## src/rtl/mersenne_mac_pipe.sv

```systemverilog
// Pipelined multiply-accumulate modulo M = 2^W-1 with valid/ready streaming on both sides.
// One global enable stalls every stage together so backpressure never drops or reorders beats.
module mersenne_mac_pipe #(
  parameter int unsigned W          = 32,
  parameter int unsigned MUL_STAGES = 1
) (
  input  logic         axi_aclk,
  input  logic         axi_aresetn,
  input  logic         s_valid,
  output logic         s_ready,
  input  logic [W-1:0] s_a,
  input  logic [W-1:0] s_b,
  input  logic         s_acc,
  input  logic         s_last,
  output logic         m_valid,
  input  logic         m_ready,
  output logic [W-1:0] m_data,
  output logic         m_last
);

  localparam int unsigned PW = 2 * W;
  localparam logic [W-1:0] MOD = '1;

  // End-around-carry fold of a W+1-bit sum into the canonical range [0, M-1].
  function automatic logic [W-1:0] fold_sum(input logic [W:0] x);
    logic [W-1:0] r;
    r = x[W-1:0] + W'(x[W]);
    return (r == MOD) ? '0 : r;
  endfunction

  logic en;
  assign en      = !m_valid || m_ready;
  assign s_ready = en;

  logic         s0_valid;
  logic [W-1:0] s0_a;
  logic [W-1:0] s0_b;
  logic         s0_acc;
  logic         s0_last;

  always_ff @(posedge axi_aclk) begin
    if (!axi_aresetn) begin
      s0_valid <= 1'b0;
      s0_a     <= '0;
      s0_b     <= '0;
      s0_acc   <= 1'b0;
      s0_last  <= 1'b0;
    end else if (en) begin
      s0_valid <= s_valid;
      s0_a     <= s_a;
      s0_b     <= s_b;
      s0_acc   <= s_acc;
      s0_last  <= s_acc && s_last;
    end
  end

  // Multiplier: first stage forms the full product, the rest are retiming registers.
  logic [PW-1:0]         p_data [MUL_STAGES];
  logic [MUL_STAGES-1:0] p_valid;
  logic [MUL_STAGES-1:0] p_acc;
  logic [MUL_STAGES-1:0] p_last;

  always_ff @(posedge axi_aclk) begin
    if (!axi_aresetn) begin
      for (int unsigned i = 0; i < MUL_STAGES; i++) begin
        p_data[i] <= '0;
      end
      p_valid <= '0;
      p_acc   <= '0;
      p_last  <= '0;
    end else if (en) begin
      p_data[0]  <= PW'(s0_a) * PW'(s0_b);
      p_valid[0] <= s0_valid;
      p_acc[0]   <= s0_acc;
      p_last[0]  <= s0_last;
      for (int unsigned i = 1; i < MUL_STAGES; i++) begin
        p_data[i]  <= p_data[i-1];
        p_valid[i] <= p_valid[i-1];
        p_acc[i]   <= p_acc[i-1];
        p_last[i]  <= p_last[i-1];
      end
    end
  end

  logic [PW-1:0] p_tail;
  logic [W:0]    p_sum;
  assign p_tail = p_data[MUL_STAGES-1];
  assign p_sum  = {1'b0, p_tail[W-1:0]} + {1'b0, p_tail[PW-1:W]};

  logic         f_valid;
  logic [W-1:0] f_data;
  logic         f_acc;
  logic         f_last;

  always_ff @(posedge axi_aclk) begin
    if (!axi_aresetn) begin
      f_valid <= 1'b0;
      f_data  <= '0;
      f_acc   <= 1'b0;
      f_last  <= 1'b0;
    end else if (en) begin
      f_valid <= p_valid[MUL_STAGES-1];
      f_data  <= fold_sum(p_sum);
      f_acc   <= p_acc[MUL_STAGES-1];
      f_last  <= p_last[MUL_STAGES-1];
    end
  end

  logic [W-1:0] acc;
  logic [W-1:0] acc_next;
  assign acc_next = fold_sum({1'b0, acc} + {1'b0, f_data});

  // Output/accumulate stage: single beats bypass acc, so they may interleave with a packet.
  always_ff @(posedge axi_aclk) begin
    if (!axi_aresetn) begin
      acc     <= '0;
      m_valid <= 1'b0;
      m_data  <= '0;
      m_last  <= 1'b0;
    end else if (en) begin
      if (f_valid && !f_acc) begin
        m_valid <= 1'b1;
        m_data  <= f_data;
        m_last  <= 1'b0;
      end else if (f_valid && f_last) begin
        m_valid <= 1'b1;
        m_data  <= acc_next;
        m_last  <= 1'b1;
        acc     <= '0;
      end else begin
        m_valid <= 1'b0;
        if (f_valid) begin
          acc <= acc_next;
        end
      end
    end
  end

endmodule

```

## config.mk

```make
export PLATFORM = sky130hd
export DESIGN_NAME = mersenne_mac_pipe
export DESIGN_NICKNAME = d
export VERILOG_FILES = /design/src/rtl/mersenne_mac_pipe.sv
export SDC_FILE = /design/constraint.sdc
export NUM_CORES = 2
export LEC_CHECK = 0
export CAP_MARGIN = 5
export CORE_MARGIN = 5
export CORE_UTILIZATION = 25
export CTS_CLUSTER_DIAMETER = 30
export DETAILED_ROUTE_END_ITERATION = 6
export HOLD_SLACK_MARGIN = 0.12
export PLACE_DENSITY = 0.45
export SETUP_SLACK_MARGIN = 0.4
export SLEW_MARGIN = 20
export SYNTH_ARGS = -nofsm -noshare
export SYNTH_HDL_FRONTEND = slang
export SYNTH_SLANG_ARGS = --single-unit
```

## constraint.sdc

```tcl
create_clock -name axi_aclk -period 16.8 [get_ports axi_aclk]
set_input_delay 3.36 -clock axi_aclk [delete_from_list [all_inputs] [get_ports axi_aclk]]
set_output_delay 3.36 -clock axi_aclk [all_outputs]
set_load 0.02 [all_outputs]
```

== After elaboration in Yosys (flattened, before gate mapping) ==
Memory sizes are Yosys's and may differ from the RTL's.
Index checks and enable logic that the tools add are counted.

* Register bits: 171
* RAM bits: 64
* Input bits: 70
* Output and inout bits: 35
* Memories kept: 1

{| class="wikitable"
|+ Memories
! memory !! depth !! width !! rd ports !! clocked after memory_dff !! wr ports !! RTL line !! RTL
|-
| p_data || 1 || 64 || 1 || 0 || 1 || 58 || <nowiki>logic [PW-1:0] p_data [MUL_STAGES];</nowiki>
|}

* Add/subtract/negate cells: 4
* Multiply operators: 1
* Equality and inequality tests: 2
* Multiplexer cells: 16
* Bitwise logic cells: 1
* Reductions and logical operators: 11

{| class="wikitable"
|+ Operators with widths
! cell !! count
|-
| $mux W32 || 6
|-
| $add A32 B32 Y33 || 2
|-
| $add A32 B1 Y32 || 2
|-
| $eq A32 B32 Y1 const B || 2
|-
| $mul A32 B32 Y64 || 1
|-
| $mux W64 || 1
|-
| $reduce_or A64 Y1 || 1
|-
| $mux W1 || 9
|-
| $reduce_bool A2 Y1 || 2
|-
| $logic_and A1 B1 Y1 || 3
|-
| $reduce_and A3 Y1 || 1
|-
| $logic_not A1 Y1 || 2
|-
| $reduce_and A2 Y1 || 1
|-
| $logic_or A1 B1 Y1 || 1
|-
| $not A1 Y1 || 1
|}

== Depth between registers and ports, before layout ==
* Word-level depth: 7
* Mapped depth: 29
* Gate-level depth less buffers: 27

== Worst setup path after synthesis ==
Ideal clock, no wire load.

* Kind: register -> register
* Start: register s0_b[9]
* End: memory p_data[0][63] in the netlist's numbering (data pin)
* Library setup time: 266 ps
* Arrival: 7550 ps
* Data required time: 16534 ps
* Setup slack: 8984 ps
* Cell stages (with the launch flop): 28
* Path buffers: 2
* Period minus slack after synthesis: 7816 ps
* Cell sequence: dfxtp_1 > clkbuf_1 > and2_1 > fa_1 > fa_1 > inv_1 > fa_1 > fa_1 > inv_1 > fa_1 > fa_1 > fa_1 > inv_1 > fa_1 > inv_1 > ha_1 > clkbuf_1 > a21o_1 > a21o_1 > a21oi_1 > o21ai_0 > a21o_1 > a2111oi_0 > a21oi_1 > o41ai_1 > o21ai_0 > xnor2_1 > nor2_1

* Word-level cells in the longest chain between the ends: 2

{| class="wikitable"
|+ Ends and longest elaborated chain
! item !! RTL line !! RTL
|-
| from (decl) || 37 || <nowiki>logic [W-1:0] s0_b;</nowiki>
|-
| from (signal assigned) || 45 || <nowiki>s0_b <= '0;</nowiki>
|-
| from (signal assigned) || 51 || <nowiki>s0_b <= s_b;</nowiki>
|-
| $mul A32 B32 Y64 || 72 || <nowiki>p_data[0] <= PW'(s0_a) * PW'(s0_b);</nowiki>
|-
| $mux W64 (no source line) || -- ||
|-
| to (decl) || 58 ||
|}

No other way between the ends.

== Final worst setup path ==
* Start: register s0_a[29]
* End: memory p_data[0][63] in the netlist's numbering (data pin)

* Word-level cells in the longest chain between the ends: 2

{| class="wikitable"
|+ Ends and longest elaborated chain
! item !! RTL line !! RTL
|-
| from (decl) || 36 || <nowiki>logic [W-1:0] s0_a;</nowiki>
|-
| from (signal assigned) || 44 || <nowiki>s0_a <= '0;</nowiki>
|-
| from (signal assigned) || 50 || <nowiki>s0_a <= s_a;</nowiki>
|-
| $mul A32 B32 Y64 || 72 ||
|-
| $mux W64 (no source line) || -- ||
|}

No other way between the ends.

==> impl_metrics.ini <==
[status]
status = complete, no violations

[sta]
period_share_pct = 55.2
maxSlewViolCount = 0
tightest_slew_ns = 1.02
fin_crit_ns = 9.28
max_freq_mhz = 108
skew_ns = 0.0411
relSlewSlack_pct = 32.2
setup-tns-final_ns = 0
setup_violations = 0
timing.final.hold_violations = 0
rsz0062_at_grt = false
setup_slack_ns = 7.52

[worst_setup_path]
cp.arrival_ns = 9.66
endpoint_kind = flip-flop
max_stage_delay_ns = 0.98
cp.required_ns = 17.18
timing.rr.end = p_data[0][63]$_SDFFCE_PN0P_
worst-setup-path-type = flip-flop to flip-flop
cp_common_cell = fa_1
path_max_fanout = 18
startpoint_type = flip-flop
slowest_stage = dfxtp_1
critPathLaunch = s0_a[29]$_SDFFE_PN0P_
rrSetupSlack_ns = 7.52
reg2reg_from = s0_a[29]$_SDFFE_PN0P_
rr_worst_depth = 26
crit_end = p_data[0][63]$_SDFFCE_PN0P_

[power_and_ir_drop]
p_comb_share_pct = 67.8
powerDensity_nw_per_um2 = 125
finalPower_mw = 6.70
p_int_mw = 3.29
seq_power_share_pct = 12.5
leakage_nw = 24.8
pwr-share-clk_pct = 19.6
ir_worst_vdd_uv = 142
p_sw_mw = 3.40
p_sw_share_pct = 50.8

[clock_network]
cts_resized = 0
clk_pin_slew_worst_paths_ns = 0.05
cts_buffers = 71
clkLatencyLatePin_ns = 0.65
htreeDepth = 3
cts_setup_buffers = 0
ctsHoldBuffers = 0
cts_tree = built
cts.path.max_buffers = 3
cts_sinks = 235
cts-root-buf = clkbuf_16

[drt]
wire_per_inst_um = 20.0
wl_met1_um = 73200
top_layer_used = met4
drc = 0
dr.first_iter.drc_count = 2224
vias = 37300
route.met2.wl_um = 74000
vias_per_cell = 4.69
wl_met3_um = 8050
drtAntennaViolNets = 0
dr.pass1.iters = 7
drt-total-wl_um = 159000

[global_routing]
first_global_vias = 39800
grt_overflow = 0
grt_max_degree = 65
grt_usage_pct = 16.0
antenna_found_initial = 4
grt_pass1_wl_um = 247000

[yosys]
synthArstFlopShare_pct = 0
seq_area_frac_synth_pct = 11.2
ys_types = 94
avgSynthCellArea_um2 = 8.79
synth_edf_count = 64
ys_ff_latch = 235
yosys_most_used_dff = dfxtp_1
netlist_instances = 5437
syn_nets = 6736
synth_area_um2 = 47800
synth.yosys.warnings = 0

[floorplanning]
start_util_pct = 25.1
ios = 105
die_area_um2 = 200000
coreArea_um2 = 190000
die_x_um = 447
std_cell_rows = 160
die_h_um = 447

[place]
placed_area_um2 = 51400
post-dp-hpwl_um = 119000
portBuffers = 104
place.gp.congestion = 0.872
dp_slack_ns = 7.61

[final_layout]
area.growth.synth_to_final_pct = 12.4
final_area_um2 = 53700
final_core_util_pct = 28.3
nets = 6682
drive_gt1_share_pct = 4.86

[min_path]
worstHoldPathType = flip-flop to flip-flop

[flow_run]
maxCapViolations = 0
through the flow:
step                      instances  hold slack (ns)
after CTS                      7944            0.450
after global routing           7944            0.471
after floorplan                5437            0.429
after detailed placement       7821            0.446
after global placement         7821            0.439
final                          7946            0.448
worst min-delay path by stage:
stage / startpoint / to / slack (ns) / cells past startpoint
after CTS: acc[0]$_SDFFE_PN0P_ / acc[0]$_SDFFE_PN0P_ / 0.45 / 2
final: s0_a[21]$_SDFFE_PN0P_ / s0_a[21]$_SDFFE_PN0P_ / 0.45 / 2
after detailed placement: p_last$_SDFFE_PN0P_ / p_last$_SDFFE_PN0P_ / 0.45 / 2
after global routing: s0_a[17]$_SDFFE_PN0P_ / s0_a[17]$_SDFFE_PN0P_ / 0.47 / 2
after global placement: acc[2]$_SDFFE_PN0P_ / acc[2]$_SDFFE_PN0P_ / 0.44 / 2
after floorplan: acc[7]$_SDFFE_PN0P_ / acc[7]$_SDFFE_PN0P_ / 0.43 / 2
power by group through the flow:
stage	clock (mW)	combinational, mW	sequential (mW)
floorplan	0	3.02	0.786
global route	1.38	5.02	0.845
detailed placement	0	4.50	0.847
CTS	1.35	4.54	0.838
global placement	0	4.52	0.848
finish	1.32	4.54	0.839
per-layer routing:
| layer | GRT usage, % | up-vias |
|---|---|---|
| met4 | 3.90 | 0 |
| met5 | 0 | - |
| met2 | 26.3 | 894 |
| met1 | 22.1 | 19200 |
| met3 | 2.70 | 165 |
| li1 | - | 17100 |
layout by cell type, fill, tap and decap left out, drive strengths merged, types with 21 or more instances in the layout:
cell / count
a211oi: 23
a21o: 79
a21oi: 246
a32oi: 27
and2: 634
and3: 48
buf: 81
clkbuf: 89
clkdlybuf4s50: 104
clkinv: 23
dfxtp: 171
edfxtp: 64
fa: 898
ha: 331
inv: 893
nand2: 749
nand3: 48
nand4: 38
nor2: 171
nor3: 54
nor4: 25
o211ai: 21
o21ai: 129
o31ai: 29
xnor2: 88
xor2: 51
Yosys cell counts (all sizes together), types with 15 or more instances:
cell | instances | area share [%]
xnor2 | 88 | 1.6
o32ai | 18 | 0.33
a31oi | 15 | 0.20
or2 | 17 | 0.22
nand3 | 48 | 0.50
nor4 | 25 | 0.40
inv | 892 | 7.0
o21ai | 129 | 1.4
buf | 26 | 0.38
and3 | 48 | 0.63
and2 | 634 | 8.3
o31ai | 29 | 0.47
ha | 331 | 8.7
o21bai | 20 | 0.31
or3 | 15 | 0.20
dfxtp | 171 | 7.2
nor3 | 54 | 0.59
nor2 | 171 | 1.3
o211ai | 21 | 0.33
clkbuf | 286 | 2.2
a21o | 79 | 1.2
nand4 | 38 | 0.51
a211oi | 23 | 0.39
fa | 898 | 38
a32oi | 27 | 0.51
xor2 | 51 | 0.93
nand2 | 749 | 5.9
edfxtp | 64 | 4.0
a21oi | 246 | 2.6
a211o | 16 | 0.29
layout make-up:
type,instances,area [µm²]
Antenna cell,2,5.00
Clock buffer,89,1950
Clock inverter,34,407
Fill cell,20400,136000
Inverter,892,3350
Multi-Input combinational cell,3998,37900
Sequential cell,235,5350
Tap cell,2511,3140
Timing Repair Buffer,185,1650
sequential cells by signal, indices dropped and copies added, names as in the netlist, 32 cells and up:
| register | flops |
|---|---|
| m_data | 32 |
| p_data | 64 |
| s0_b | 32 |
| acc | 32 |
| f_data | 32 |
| s0_a | 32 |
critical path: cells and delay by family, from the launching register on:
| family | cells | cell delay (ns) |
|---|---|---|
| flip-flops | 1 | 0.98 |
| AO/OA/AOI/OAI | 9 | 2.59 |
| XOR/XNOR | 1 | 0.23 |
| adder cells (fa/ha/maj) | 9 | 4.24 |
| buffers and inverters | 5 | 0.70 |
| AND/OR/NAND/NOR | 2 | 0.27 |
cell families (layout without fill, tap and decap cells):
logic type / after synthesis / in the layout / synth area share [%]
AOI/OAI and AO/OA: 737 / 737 / 10.1
buffers and inverters: 1204 / 1200 / 9.63
DFF: 235 / 235 / 11.2
adders and majority gates: 1229 / 1229 / 46.3
xor gates and xnor gates: 140 / 140 / 2.59
and+or+nand+nor: 1884 / 1884 / 20.0
other: 0 / 2 / 0
muxes: 8 / 8 / 0.173
Note: power is estimated with default switching activity, not from simulation.
